### src/rtl/light_decoder.sv
// light_decoder
//   Receive-side decoder for 24-bit RGB light words. It recovers the 3-bit
//   colour code {R,G,B} from pure words, where every byte is 00 or FF. It
//   flags words that are not pure. A new colour is accepted only after
//   STABLE_CYCLES consecutive matching valid pure samples.
//
// Ports
//   clk           rising-edge clock
//   rst           asynchronous active-low reset
//   light[23:0]   RGB word, [23:16]=R [15:8]=G [7:0]=B
//   light_valid   qualifies light
//   colour[2:0]   locked colour code
//   colour_valid  set on the first lock, cleared only by reset
//   is_white      colour_valid && colour==7
//   change_pulse  one-cycle pulse when the locked colour changes
//   bad_sample    one-cycle pulse for a valid, non-pure sample
//   change_count  number of colour changes, saturating

module light_decoder #(
  parameter int STABLE_CYCLES = 3,
  parameter int CNT_W         = 8
) (
  input  logic             clk,
  input  logic             rst,
  input  logic [23:0]      light,
  input  logic             light_valid,
  output logic [2:0]       colour,
  output logic             colour_valid,
  output logic             is_white,
  output logic             change_pulse,
  output logic             bad_sample,
  output logic [CNT_W-1:0] change_count
);

  // The run counter only has to reach STABLE_CYCLES, because locking happens
  // on equality.
  localparam int RUN_W = (STABLE_CYCLES < 2) ? 1 : $clog2(STABLE_CYCLES + 1);
  localparam logic [RUN_W-1:0] RUN_ONE  = RUN_W'(1);
  localparam logic [RUN_W-1:0] RUN_LOCK = RUN_W'(STABLE_CYCLES);

  typedef enum logic [1:0] {IDLE, TRACK, LOCKED} state_t;

  function automatic logic byte_pure(input logic [7:0] b);
    return (b == 8'h00) || (b == 8'hFF);
  endfunction

  function automatic logic word_pure(input logic [23:0] w);
    return byte_pure(w[23:16]) && byte_pure(w[15:8]) && byte_pure(w[7:0]);
  endfunction

  function automatic logic [2:0] word_code(input logic [23:0] w);
    return {w[23:16] == 8'hFF, w[15:8] == 8'hFF, w[7:0] == 8'hFF};
  endfunction

  function automatic logic [CNT_W-1:0] sat_inc(input logic [CNT_W-1:0] c);
    return (&c) ? c : c + CNT_W'(1);
  endfunction

  logic [23:0]      light_p0;
  logic             vld_p0;
  logic             pure_p0;
  logic [2:0]       code_p0;

  state_t           state;
  logic [2:0]       cand;
  logic [RUN_W-1:0] run;

  logic [2:0]       nxt_cand;
  logic [RUN_W-1:0] nxt_run;
  logic             retrack;
  logic             lock_hit;
  logic             new_colour;

  // ---- stage p0: input capture ----
  always_ff @(posedge clk or negedge rst) begin
    if (!rst) begin
      vld_p0   <= 1'b0;
      light_p0 <= '0;
    end else begin
      vld_p0   <= light_valid;
      light_p0 <= light;
    end
  end

  // ---- stage p1: decode, glitch filter and lock ----
  assign pure_p0 = word_pure(light_p0);
  assign code_p0 = word_code(light_p0);

  // Candidate and run length after a valid pure sample. When a sample in
  // LOCKED matches the locked colour, the decoder does nothing, so retrack is
  // low.
  always_comb begin
    nxt_cand = cand;
    nxt_run  = run;
    retrack  = 1'b1;
    case (state)
      IDLE: begin
        nxt_cand = code_p0;
        nxt_run  = RUN_ONE;
      end
      TRACK: begin
        if (code_p0 == cand) begin
          nxt_run = run + RUN_ONE;
        end else begin
          nxt_cand = code_p0;
          nxt_run  = RUN_ONE;
        end
      end
      default: begin
        if (code_p0 != colour) begin
          nxt_cand = code_p0;
          nxt_run  = RUN_ONE;
        end else begin
          retrack = 1'b0;
        end
      end
    endcase
    lock_hit   = retrack && (nxt_run == RUN_LOCK);
    new_colour = !colour_valid || (nxt_cand != colour);
  end

  always_ff @(posedge clk or negedge rst) begin
    if (!rst) begin
      state        <= IDLE;
      cand         <= '0;
      run          <= '0;
      colour       <= '0;
      colour_valid <= 1'b0;
      change_pulse <= 1'b0;
      bad_sample   <= 1'b0;
      change_count <= '0;
    end else begin
      change_pulse <= 1'b0;
      bad_sample   <= 1'b0;
      if (vld_p0) begin
        if (!pure_p0) begin
          bad_sample <= 1'b1;
          state      <= IDLE;
          run        <= '0;
        end else if (retrack) begin
          cand <= nxt_cand;
          run  <= nxt_run;
          if (lock_hit) begin
            state        <= LOCKED;
            colour       <= nxt_cand;
            colour_valid <= 1'b1;
            // Re-locking to the colour already shown is silent.
            if (new_colour) begin
              change_pulse <= 1'b1;
              change_count <= sat_inc(change_count);
            end
          end else begin
            state <= TRACK;
          end
        end
      end
    end
  end

  assign is_white = colour_valid && (colour == 3'b111);

endmodule

### config.mk
export PLATFORM = sky130hd
export DESIGN_NAME = light_decoder
export DESIGN_NICKNAME = d
export VERILOG_FILES = /design/src/rtl/light_decoder.sv
export SDC_FILE = /design/constraint.sdc
export NUM_CORES = 1
export LEC_CHECK = 0
export CORE_MARGIN = 3
export CORE_UTILIZATION = 61
export CTS_CLUSTER_SIZE = 20
export DETAILED_ROUTE_END_ITERATION = 7
export DONT_BUFFER_PORTS = 1
export GPL_TIMING_DRIVEN = 0
export PLACE_DENSITY = 0.86
export SLEW_MARGIN = 10
export SYNTH_ARGS = -nofsm -noshare
export SYNTH_HDL_FRONTEND = slang
export SYNTH_SLANG_ARGS = --single-unit
### constraint.sdc
create_clock -name clk -period 2.9 [get_ports clk]
set_clock_uncertainty 0.05 [all_clocks]
set_input_delay 0.58 -clock clk [delete_from_list [all_inputs] [get_ports clk]]
set_output_delay 0.58 -clock clk [all_outputs]
set_load 0.02 [all_outputs]
---- Yosys cells after proc, flatten, opt, wreduce, memory -nomap -nowiden ----
Cells that the tools add are included.
operators by class
  multiplexer cells ....................... 20
  add/subtract/negate cells ............... 2
  reductions and logical operators ........ 19
  equal/unequal tests ..................... 10
  bitwise logic cells ..................... 1
operator list
  kind                                                              count
  8-bit == test (second input constant)                             3
  8-bit zero test                                                   3
  2-bit 2-to-1 mux                                                  7
  1-bit 2-to-1 mux                                                  9
  8-bit by 1-bit adder with 8-bit output (second input constant)    1
  8-bit AND reduction                                               1
  3-bit 2-to-1 mux                                                  2
  3-bit != test                                                     2
  3-bit one-hot mux with 2 select lines                             1
  6-bit AND reduction                                               1
  1-bit logical AND                                                 4
  1-bit logical OR                                                  4
  2-bit one-hot mux with 2 select lines                             1
  4-bit AND reduction                                               1
  3-bit == test                                                     1
  3-bit == test (second input constant)                             1
  3-bit AND reduction                                               1
  2-bit by 1-bit adder with 2-bit output (second input constant)    1
  2-bit by 1-bit == test with 1-bit output (second input constant)  1
  2-bit == test (second input constant)                             1
  2-bit zero test                                                   1
  2-bit by 1-bit != test with 1-bit output (second input constant)  1
  2-bit AND reduction                                               1
  2-bit OR reduction                                                1
  other kinds (2)                                                   2
word-level totals
  output and inout port bits .............. 15
  flip-flop bits (word level) ............. 46
  input bits .............................. 27
  logic and storage cells ................. 62

---- Longest topological paths before layout ----
  depth after elaboration ................. 11
  depth in mapped cells ................... 7
  gate-level depth less buffers ........... 7

---- Least setup slack after synthesis ----
OpenSTA, ideal clock, no wires.
  kind .................................... flip-flop to flip-flop
  start ................................... register light_p0[8]
  end ..................................... register change_count[1]
  clock period less this slack ............ 2.424 ns
  library setup time ...................... 0.128 ns
  cell stages (with the launch flop) ...... 8
  setup slack ............................. 0.476 ns
  data required time ...................... 2.722 ns
  arrival time ............................ 2.246 ns
  buffers on the path ..................... 1
  cells stage by stage .................... dfrtp_1 -> nor4_1 -> nand2_1 -> a222oi_1 -> nand2_2 -> buf_6 -> nor4_4 -> mux2_1
on the way
  cells in the longest elaborated chain, start to end .. 7
  elaborated cells on any way between the ends .. 20
  classes of those cells .................. eq/ne (5); mux (8); reduce/logical (7)
ends and longest elaborated chain
  element                                                                                         line      text
  start, declared                                                                                 59        logic [23:0] light_p0;
  start signal, assigned                                                                          81        light_p0 <= light;
  8-bit == test                                                                                   44, 52
  3-bit != test or 3-bit == test (tied branches)                                                  110, 102
  3-bit 2-to-1 mux (tied with other cells)                                                        110       if (code_p0 != colour) begin
  3-bit one-hot mux with 2 select lines or 2-bit one-hot mux with 2 select lines (tied branches)  96        case (state)
  3-bit != test or 2-bit == test (tied branches)                                                  119, 118
  1-bit logical OR or 1-bit logical AND (tied branches)                                           119, 118
  6-bit AND reduction (no line) (*)                                                               n/a
  end signal, assigned                                                                            150       change_count <= sat_inc(change_count);
  end, declared                                                                                   32        output logic [CNT_W-1:0] change_count
Every way passes the cells marked *; elsewhere a longest branch is shown, timed or not.
A chain may end at the register's enable or synchronous reset.

---- Worst setup path after layout ----
Ends and elaborated chain as after synthesis.

==> flow_metrics.tcl <==
set metrics [dict create \
    status "completed" \
    drc 0 \
    die_x_um 61.32 \
    async_reset_ff_frac 1.000 \
    cts-root-buf "clkbuf_4" \
    synth_mux_area_frac 0.05429 \
    start_kind "register" \
    die_y_um 61.32 \
    cts-resized-gates 0 \
    place_area_mm2 0.001906 \
    final_max_slew_viol_count 0 \
    fillers 185 \
    synth_top_area_share 0.6166 \
    leakage_uw 0.0008548 \
    seqCellArea_mm2 0.001151 \
    cp_cell_sequence "nor4_1, nand2_1, a222oi_1, buf_4, nand2_2, buf_6, nor4_4, mux2_1" \
    routabilityCongestion 0.7660 \
    vias_per_cell 6.157 \
    nets 181 \
    synth_cell_types 34 \
    maxCapViolCount 0 \
    synthAdderAreaFrac 0.006702 \
    ys_warn_count 0 \
    dr.pass1.iters 4 \
    drt_wl_total_um 3133 \
    syn_avg_cell_area_um2 13.15 \
    overflow 0 \
    num_io_pins 42 \
    synth_most_common_cell "dfrtp_1" \
    post-route-period-util 0.8377 \
    drive_gt1_frac 0.1558 \
    grt_antenna_before_repair 0 \
    synth.top_cells.by_count "46 x dfrtp_1, 9 x mux2_1, 8 x nor2_1" \
    diodes 0 \
    synth_edf_count 0 \
    end_kind "register" \
    grt.busiest_layer "met2" \
    grt_max_degree 47 \
    start_util 0.6599 \
    design_area_mm2 0.002014 \
    cp.required_ps 3090 \
    die_area_mm2 0.003760 \
    ant_nets 0 \
    finalPower_uw 995.4 \
    grt_util_met2 0.3051 \
    core_area_mm2 0.002829 \
    synth_area_leaders "dfrtp_1 62%, mux2_1 5.4%, nand4_1 2.3%" \
    track_usage 0.1791 \
    met1_usage 0.2099 \
    finalSetupTns_ps 0 \
    rows 19 \
    critPathKind "register to register" \
    rsz0062_at_grt "false" \
    synth_xor_area_frac 0.04223 \
    drt-initial-drc-count 49 \
    ys_seq_elements 46 \
    worstMarginPinSlew_ps 757.9 \
    power_density_mw_per_mm2 494.1 \
    syn_to_final_growth_pct 7.909 \
    hold_path_class "input port to register" \
    grt_pass1_wl_um 4747 \
    hold_violations 0 \
    slowest_delay_ps 410 \
    holdWs_ps 193.9 \
    htree_num_levels 2 \
    cp.arrival_ps 2620 \
    critPathTopFamily "simple AND/OR/NAND/NOR gates" \
    portBuffers 0 \
    path_clk_slew_ps 130 \
    synth_area_mm2 0.001867 \
    crit_fanout 10 \
    grt_pass1_vias 1132 \
    synth_top_family_by_area "simple AND/OR/NAND/NOR gates" \
    multiInputGateArea_um2 689.4 \
    irDropWorstVdd_mv 0.3713 \
    yosys.area_share.simple 0.2239 \
    synth_cells 142 \
    synthFlopType "dfrtp_1" \
    cts.sinks 46 \
    maxSlewHeadroom 0.4920 \
    synth-compound-area-share 0.04223 \
    cts_tree "done" \
    seq_area_frac_synth 0.6166 \
    worst-path-buf-inv 2 \
    cts.path.max_buffers 2 \
    dp_hpwl_um 2270 \
    finalCriticalPeriod_ps 2429 \
    via_count 1139 \
    insertion_delay_ps 350 \
    setup_violations 0 \
    syn_nets 170 \
    yosysTopAreaCell "dfrtp_1" \
    use_met3 0.05451 \
    max_freq_ghz 0.4116 \
    cp_slowest_cell "dfrtp_1" \
    drt-wirelength-per-cell_um 16.94 \
    cts_made_buffers 5 \
]
per-layer routing:
| metal | routed length (um) | vias up |
|---|---|---|
| li1 | - | 538 |
| met1 | 1272 | 565 |
| met2 | 1604 | 31 |
| met3 | 217 | 5 |
| met4 | 38 | 0 |
| met5 | 0 | - |
area by class of cell:
cell class	count	share of cell area
Buffer	1	0.005590
Clock buffer	6	0.02547
Clock inverter	2	0.006211
Inverter	4	0.007453
Multi-Input combinational cell	91	0.3422
Sequential cell	46	0.5714
Tap cell	31	0.01925
Timing Repair Buffer	4	0.02236
cell usage in the layout (no fill, tap or decap), types with 3 or more instances in the layout:
cell      netlist  routed
nor3_1          4       4
or2_1           3       3
xnor2_1         4       4
nor4_2          3       3
nor4_1          7       7
nor2_1          8       8
xor2_1          5       5
dfrtp_1        46      46
nand4_1         7       7
mux2_1          9       9
nand3_1         3       3
clkbuf_4        0       5
o21bai_1        3       3
nand2_1         7       7
inv_1           4       4
sequential cells by signal, indices dropped and copies added, names as in the netlist:
register,flops
change_pulse,1
state,2
change_count,8
vld_p0,1
light_p0,24
run,2
colour,3
bad_sample,1
colour_valid,1
cand,3
power by group:
| part | internal (uW) | switching [uW] | total [uW] |
|---|---|---|---|
| combinational | 6.63 | 16.0 | 22.6 |
| clock | 117 | 186 | 302 |
| sequential | 660 | 10.7 | 670 |
worst paths after layout:
check                       startpoint  slack, ps         endpoint  cells after the start
max                        light_p0[8]        470  change_count[1]                      8
min                          light[11]        190     light_p0[11]                      0
max reg2reg                light_p0[8]        470  change_count[1]                      8
min reg2reg                    cand[2]        470          cand[2]                      1
max in group asynchronous          rst       1960          cand[1]                      2
min in group asynchronous          rst        630        colour[1]                      2
per-stage QoR:
step	cells	setup WS (ps)	utilization
2_1_floorplan	142	476.3	-
5_1_grt	185	284.3	0.7121
3_3_place_gp	173	227.5	0.6736
3_5_place_dp	173	124.0	0.6736
4_1_cts	182	96.35	0.7032
6_report	185	470.7	0.7121
logic make-up (layout without fill, tap and decap cells):
logic type,Yosys count,in the layout
simple gates,61,61
flops,46,46
compound gates,11,11
xor+xnor,9,9
mux,9,9
buf+inv,5,17
fa+ha+maj,1,1
repair_timing:
item | 4_1_cts | 5_1_grt
endpoints found under the setup margin | 0 | 6
buffers inserted | 0 | 2
hold buffers | 1 | 1
hold endpoints to repair | 46 | 3
worst register-to-register path, cell delays in order (launching register included):
cell and delay, ps:
dfrtp_1 410, nor4_1 280, nand2_1 100, a222oi_1 370, buf_4 200, nand2_2 80, buf_6 160, nor4_4 320
mux2_1 350
(Power assumes the default switching activity.)
